===== config.mk =====
export PLATFORM = sky130hd
export DESIGN_NAME = rx_serial_to_parallel
export DESIGN_NICKNAME = d
export VERILOG_FILES = /design/src/rtl/rx_serial_to_parallel.sv
export SDC_FILE = /design/constraint.sdc
export NUM_CORES = 1
export LEC_CHECK = 0
export BUFFER_PORTS_ARGS = -buffer_cell sky130_fd_sc_hd__buf_4
export CORE_MARGIN = 10
export CORE_UTILIZATION = 51
export DETAILED_ROUTE_END_ITERATION = 8
export PLACE_DENSITY = 0.73
export SKIP_CTS_REPAIR_TIMING = 1
export SYNTH_ARGS = -nofsm -noshare
export SYNTH_HDL_FRONTEND = slang
export SYNTH_SLANG_ARGS = --single-unit

===== constraint.sdc =====
create_clock -name clk_32f -period 1.7 [get_ports clk_32f]
set_input_delay 0.425 -clock clk_32f [delete_from_list [all_inputs] [get_ports clk_32f]]
set_output_delay 0.425 -clock clk_32f [all_outputs]
set_load 0.02 [all_outputs]

===== src/rtl/rx_serial_to_parallel.sv =====
// Serial-to-parallel RX front end. It hunts for the IDLE comma to find byte alignment,
// locks after BC_COUNT aligned commas, and then forwards non-IDLE bytes with a valid flag.
module rx_serial_to_parallel #(
   parameter logic [7:0]  IDLE     = 8'hBC,
   parameter int unsigned BC_COUNT = 4
) (
   input  logic       clk_32f,
   input  logic       reset,
   input  logic       data_in,
   output logic [7:0] data_out,
   output logic       valid_out,
   output logic       strobe,
   output logic       active
);

   typedef enum logic [1:0] {SEARCH, COUNT, LOCKED} state_t;

   localparam logic [3:0] BC_MAX = 4'(BC_COUNT);

   state_t     state_q, state_d;
   logic [6:0] sr_q, sr_d;
   logic [2:0] bit_cnt_q, bit_cnt_d;
   logic [3:0] bc_cnt_q, bc_cnt_d;
   logic [7:0] data_out_q, data_out_d;
   logic       valid_q, valid_d;
   logic       strobe_q, strobe_d;
   logic       active_q, active_d;
   logic [7:0] cand;
   logic       boundary;

   // The candidate byte includes the bit being sampled, so a byte is visible on its LSB edge.
   assign cand     = {sr_q, data_in};
   assign boundary = (bit_cnt_q == 3'd7);

   always_comb begin
      state_d    = state_q;
      sr_d       = {sr_q[5:0], data_in};
      bit_cnt_d  = bit_cnt_q + 3'd1;
      bc_cnt_d   = bc_cnt_q;
      data_out_d = data_out_q;
      valid_d    = valid_q;
      strobe_d   = 1'b0;
      active_d   = active_q;
      case (state_q)
         SEARCH: begin
            bit_cnt_d = bit_cnt_q;
            if (cand == IDLE) begin
               bit_cnt_d = 3'd0;
               bc_cnt_d  = 4'd1;
               if (BC_MAX == 4'd1) begin
                  state_d  = LOCKED;
                  active_d = 1'b1;
               end else begin
                  state_d = COUNT;
               end
            end
         end
         COUNT: begin
            if (boundary) begin
               data_out_d = cand;
               strobe_d   = 1'b1;
               if (cand == IDLE) begin
                  bc_cnt_d = bc_cnt_q + 4'd1;
                  if (bc_cnt_q + 4'd1 == BC_MAX) begin
                     state_d  = LOCKED;
                     active_d = 1'b1;
                  end
               end else begin
                  bc_cnt_d = 4'd0;
                  state_d  = SEARCH;
               end
            end
         end
         LOCKED: begin
            if (boundary) begin
               data_out_d = cand;
               strobe_d   = 1'b1;
               valid_d    = (cand != IDLE);
            end
         end
         default: state_d = SEARCH;
      endcase
   end

   always_ff @(posedge clk_32f or negedge reset) begin
      if (!reset) begin
         state_q    <= SEARCH;
         sr_q       <= '0;
         bit_cnt_q  <= '0;
         bc_cnt_q   <= '0;
         data_out_q <= '0;
         valid_q    <= 1'b0;
         strobe_q   <= 1'b0;
         active_q   <= 1'b0;
      end else begin
         state_q    <= state_d;
         sr_q       <= sr_d;
         bit_cnt_q  <= bit_cnt_d;
         bc_cnt_q   <= bc_cnt_d;
         data_out_q <= data_out_d;
         valid_q    <= valid_d;
         strobe_q   <= strobe_d;
         active_q   <= active_d;
      end
   end

   assign data_out  = data_out_q;
   assign valid_out = valid_q;
   assign strobe    = strobe_q;
   assign active    = active_q;

endmodule


# After elaboration in Yosys (flattened, before gate mapping)
# Index checks and enable logic that the tools add are counted.
# Widths: inputs -> output; s select.
[word_totals] ff_bits=27 elab_cells=41
[classes] addsub=2 n_eq_ne=9 mux=13 bitwise=1 n_reduce_logical=8
[op_table] op="$mux 4" count=3
[op_table] op="$eq 8x8->1 const B" count=1
[op_table] op="$mux 2" count=4
[op_table] op="$ne 8x8->1 const B" count=1
[op_table] op="$pmux 4 s2" count=1
[op_table] op="$reduce_and 4->1" count=2
[op_table] op="$mux 3" count=2
[op_table] op="$pmux 2 s3" count=1
[op_table] op="$add 4x1->4 const B" count=1
[op_table] op="$eq 4x3->1 const B" count=1
[op_table] op="$ne 2x2->1 const B" count=2
[op_table] op="$reduce_and 2->1" count=2
[op_table] op="$add 3x1->3 const B" count=1
[op_table] op="$eq 3x3->1 const B" count=1
[op_table] op="$ne 3x3->1 const B" count=1
[op_table] op="$reduce_and 3->1" count=1
[op_table] op="$eq 2x1->1 const B" count=1
[op_table] op="$eq 2x2->1 const B" count=1
[op_table] op="$logic_not 2->1" count=1
[op_table] op="$mux 1" count=2
[op_table] op="$reduce_bool 2->1" count=1
[op_table] op="$reduce_or 2->1" count=1
[op_table] op="$not 1->1" count=1

# Longest topological paths before layout
[logic_depth] word_depth=6 mapped_depth=7 ltp_nobuf=6

# Least setup slack after synthesis
# OpenSTA, ideal clock, no wires.
[synth_timing] path_type="input-to-reg" startpoint="in data_in" endpoint="reg bc_cnt_q[1]" arrival_ns=1.500 t_required_ns=1.579 slack_ns=0.079 stages=5 n_path_buf=1 path_cell_list="or4b_4 > buf_6 > o21ai_2 > o21ai_2 > a22o_1"
[synth_between] elab_chain_cells=4 word_cells_on_any_way=6 classes_between="2 x eq/ne; 3 x mux; 1 x reduce/logical"
[synth_rtl] item="from (decl)" line_no="9" source="input logic data_in,"
[synth_rtl] item="$eq 8x8->1 (*)" line_no="47, 62"
[synth_rtl] item="$mux 4" line_no="62" source="if (cand == IDLE) begin"
[synth_rtl] item="$mux 4" line_no="59" source="if (boundary) begin"
[synth_rtl] item="$pmux 4 s2" line_no="44" source="case (state_q)"
[synth_rtl] item="to (signal assigned)" line_no="99" source="bc_cnt_q <= bc_cnt_d;"
[synth_rtl] item="to (decl)" line_no="23" source="logic [3:0] bc_cnt_q, bc_cnt_d;"
# Mark *: on every way between the ends. The rest lies on a longest branch, timed or not. The select of a mux whose other input is x is not followed.
# A chain may end at the register's enable or synchronous reset.

# Worst setup path after layout
[layout_timing] startpoint="reg bc_cnt_q[1]" endpoint="reg state_q[0]"
[layout_between] elab_chain_cells=4
[layout_rtl] item="$add 4x1->4" line_no="64" source="if (bc_cnt_q + 4'd1 == BC_MAX) begin"
[layout_rtl] item="$eq 4x3->1" line_no="64"
[layout_rtl] item="$ne 3x3->1 (no source line)"
[layout_rtl] item="$reduce_and 4->1 (no source line)"
[layout_rtl] item="to (signal assigned)" line_no="96" source="state_q <= state_d;"
[layout_rtl] item="to (decl)" line_no="20" source="state_t state_q, state_d;"
# Every way passes these cells.

==> results by group <==
Power
  • Leak: 0.764 nW
  • Flop pwr share: 61.5%
  • Comb pwr share: 15.2%
  • Net Switching: between 0.3 and 0.4 mW
  • Switching share of power: 27.4%
  • Int Power: 0.849 mW
  • Clock network power share: 23.3%
  • VDD IR max: 0.000743 V
  • Power Dens Cells: about 750 mW/mm2

Global routing
  • Vias in the first global route: 921
  • Initial antenna violation count: 0
  • GR Overflow Total: 0
  • Largest net degree at the start of global routing: 28
  • GRT Util Overall: around a tenth
  • First-pass GRT wire length: 4.22 mm

Synthesis
  • Synthesized area per cell: around 13 um2
  • Synth Warn #: 0
  • Ys async rst share: 100%
  • Netlist cell types: 37
  • Flops & latches, synth: 27
  • Most frequent cell after synthesis: dfrtp_1
  • Mapped Cells: 98
  • Register area share after synthesis: 52.8%
  • Syn_nets: ~110
  • Top FF cell, synth: dfrtp_1
  • Synth top area share: 52.8%
  • Post-synth top cells: dfrtp_1, mux2_2, ha_1, inv_1, a21oi_1
  • Area leader, netlist: dfrtp_1
  • Largest cells by area after synthesis: dfrtp_1, mux2_2, ha_1
  • Post-synth EDFFs: 0
  • Mapped cell area: roughly 0.0013 mm2

Placement
  • Placer Congestion: between 0.8 and 0.9
  • Dpl hpwl: 1.79 mm
  • DP Cell Count: 146
  • IO Port Bufs: 13

Route
  • Post-Route WL: 2.54 mm
  • Post-DRT Antenna Nets: 0
  • Initial DRC Count: 35
  • DR WL/cell: approximately 16 um
  • First-pass DRT Iterations: 4
  • Vias per cell: roughly 5.7
  • Via count: 878
  • Residual DRC: 0

Timing
  • Hold Fails Final Rpt: 0
  • F_max: 597 MHz
  • Fin. max-slew vios: 0
  • Slew HR: between 70% and 80%
  • Final Skew: 0.00684 ns
  • Final setup violation count: 0
  • Tcrit/Tclk final: 98.6%
  • Worst Max-Slew Pin Slew: 0.387 ns
  • Total negative slack: 0 ns
  • RSZ-0062 raised after global routing: yes
  • Clock period minus final worst setup slack: 1.68 ns

Final layout
  • Syn-to-layout area delta: 22.4%
  • Filler Cells Inserted: 189
  • Multi-input logic area: 581 um2
  • Antenna cells: 0
  • Layout cell share with drive strength beyond 1: between 40% and 50%
  • Non-Filler Instances: 155
  • FF/Latch Area: 676 um2
  • Layout Nets: 136

Flow run
  • Maxcap violations: 0

Floorplan
  • Rows: 18
  • Core footprint: 0.00243 mm2
  • Die ar.: 0.00491 mm2
  • Die Height: 70.1 um
  • Initial Util: 52.6%
  • Die Width: 70.1 um
  • IO Pins: 14

Clock network
  • Clock latency on the worst-skew pair: approximately 0.32 ns
  • Root Buffer: clkbuf_4
  • CTS clk-pin slew, worst paths: 0.15 ns
  • Clock Path Buffers: 2
  • CTS tree: done
  • CTS Sinks: 27
  • Total CTS buffers: 3
  • H-tree depth: 1

Run status
  • Status: complete, no violations

Critical path
  • WP data arrival: 1.89 ns
  • Crit end category: register
  • WS Path Type: reg2reg
  • CP max stage cell: or4bb_1
  • Crit start category: register
  • Worst-path maximum fanout: 5
  • Ordered cell list for the critical path: ha_2 -> or4bb_1 -> o31ai_2 -> buf_4 -> nand4b_1 -> nand3_1
  • Data required, critical path: 1.91 ns
  • Max incr delay on CP: around 0.49 ns
  • Delay-heaviest family, CP: simple AND/OR/NAND/NOR gates
  • Worst Path Buf+Inv: 1

Worst hold path
  • Hold crit path type: in2reg
## worst paths after layout
check / startpoint / to / slack (ns) / depth (start not counted)
setup / recovery: bc_cnt_q[1] / state_q[0] / 0.02 / 6
max in group asynchronous: reset / bit_cnt_q[0] / 0.92 / 2
hold reg to reg: sr_q[0] / sr_q[1] / 0.42 / 0
min in group asynchronous: reset / bc_cnt_q[1] / 0.53 / 2
hold / removal: data_in / sr_q[0] / 0.22 / 1
setup reg to reg: bc_cnt_q[1] / state_q[0] / 0.02 / 6
## placed cells by master, fill, tap and decap left out, drive strengths merged
cell type / instances
a21boi: 1
a21o: 1
a21oi: 5
a22o: 4
a22oi: 1
a31oi: 1
a41o: 1
and2: 1
and2b: 1
and3: 1
and3b: 1
buf: 26
clkbuf: 3
clkinv: 1
dfrtp: 27
dlygate4sd3: 1
ha: 7
inv: 7
mux2: 8
nand2: 4
nand3: 2
nand3b: 1
nand4: 1
nand4b: 1
nor2: 1
nor2b: 1
nor3: 1
o2111ai: 1
o211ai: 1
o21ai: 3
o21bai: 1
o221ai: 1
o2bb2ai: 3
o31ai: 3
or4b: 1
or4bb: 1
## flip-flops by register name (all words and copies together), names as in the netlist
signal and flops:
bc_cnt_q 4, sr_q 7, valid_out 1, data_out 8, bit_cnt_q 3, active 1
strobe 1, state_q 2
## area by class of cell
class	instances	share of cell area, %
clock buffers	3	1.44
clock inverters	1	0.320
inverters	7	1.68
multi-input cells	60	37.1
flip-flops and latches	27	43.2
well taps	30	2.40
repair buffers	27	13.9
## logic make-up after synthesis
logic type | count (synthesis) | synth area share, %
fa+ha+maj | 7 | 6.85
mux | 8 | 7.05
compound gates | 27 | 15.9
buf+inv | 11 | 6.07
flops | 27 | 52.8
simple gates | 18 | 11.4
## power by group through the flow
stage                     sequential, mW  clock (mW)  combinational [mW]
after floorplan                    0.730           0               0.118
after global placement             0.728           0               0.155
after detailed placement           0.733           0               0.163
after CTS                          0.720       0.279               0.165
after global routing               0.727       0.311               0.197
final                              0.719       0.272               0.178
## metal layers
| layer | wire (um) | track usage (%) | share of wire [%] | vias to the layer above |
|---|---|---|---|---|
| met5 | 0 | 0 | 0 | - |
| met4 | 44 | 4.39 | 1.7 | 0 |
| met3 | 134 | 2.26 | 5.3 | 4 |
| met2 | 1250 | 16.3 | 49 | 17 |
| met1 | 1120 | 12.6 | 44 | 438 |
| li1 | - | - | - | 419 |
## through the flow
stage / hold WS (ns) / power [mW] / setup WS, ns / area [um2] / utilization, %
finish: 0.216 / 1.17 / 0.0240 / 1570 / 64.4
detailed placement: 0.351 / 0.896 / -0.0578 / 1440 / 59.3
CTS: -0.00886 / 1.16 / 0.0272 / 1470 / 60.4
global route: 0.191 / 1.23 / -0.0752 / 1570 / 64.4
global placement: 0.349 / 0.884 / -0.0325 / 1440 / 59.3
floorplan: 0.129 / 0.848 / 0.0795 / 1280 / -
## worst register-to-register path: cells and delay by family (launching register included)
| kind | cells | cell delay [ns] |
|---|---|---|
| compound gates | 1 | 0.08 |
| fa+ha+maj | 1 | 0.20 |
| buf+inv | 1 | 0.16 |
| flops | 1 | 0.44 |
| simple gates | 3 | 0.68 |
Power figures use the tool's default switching activity.
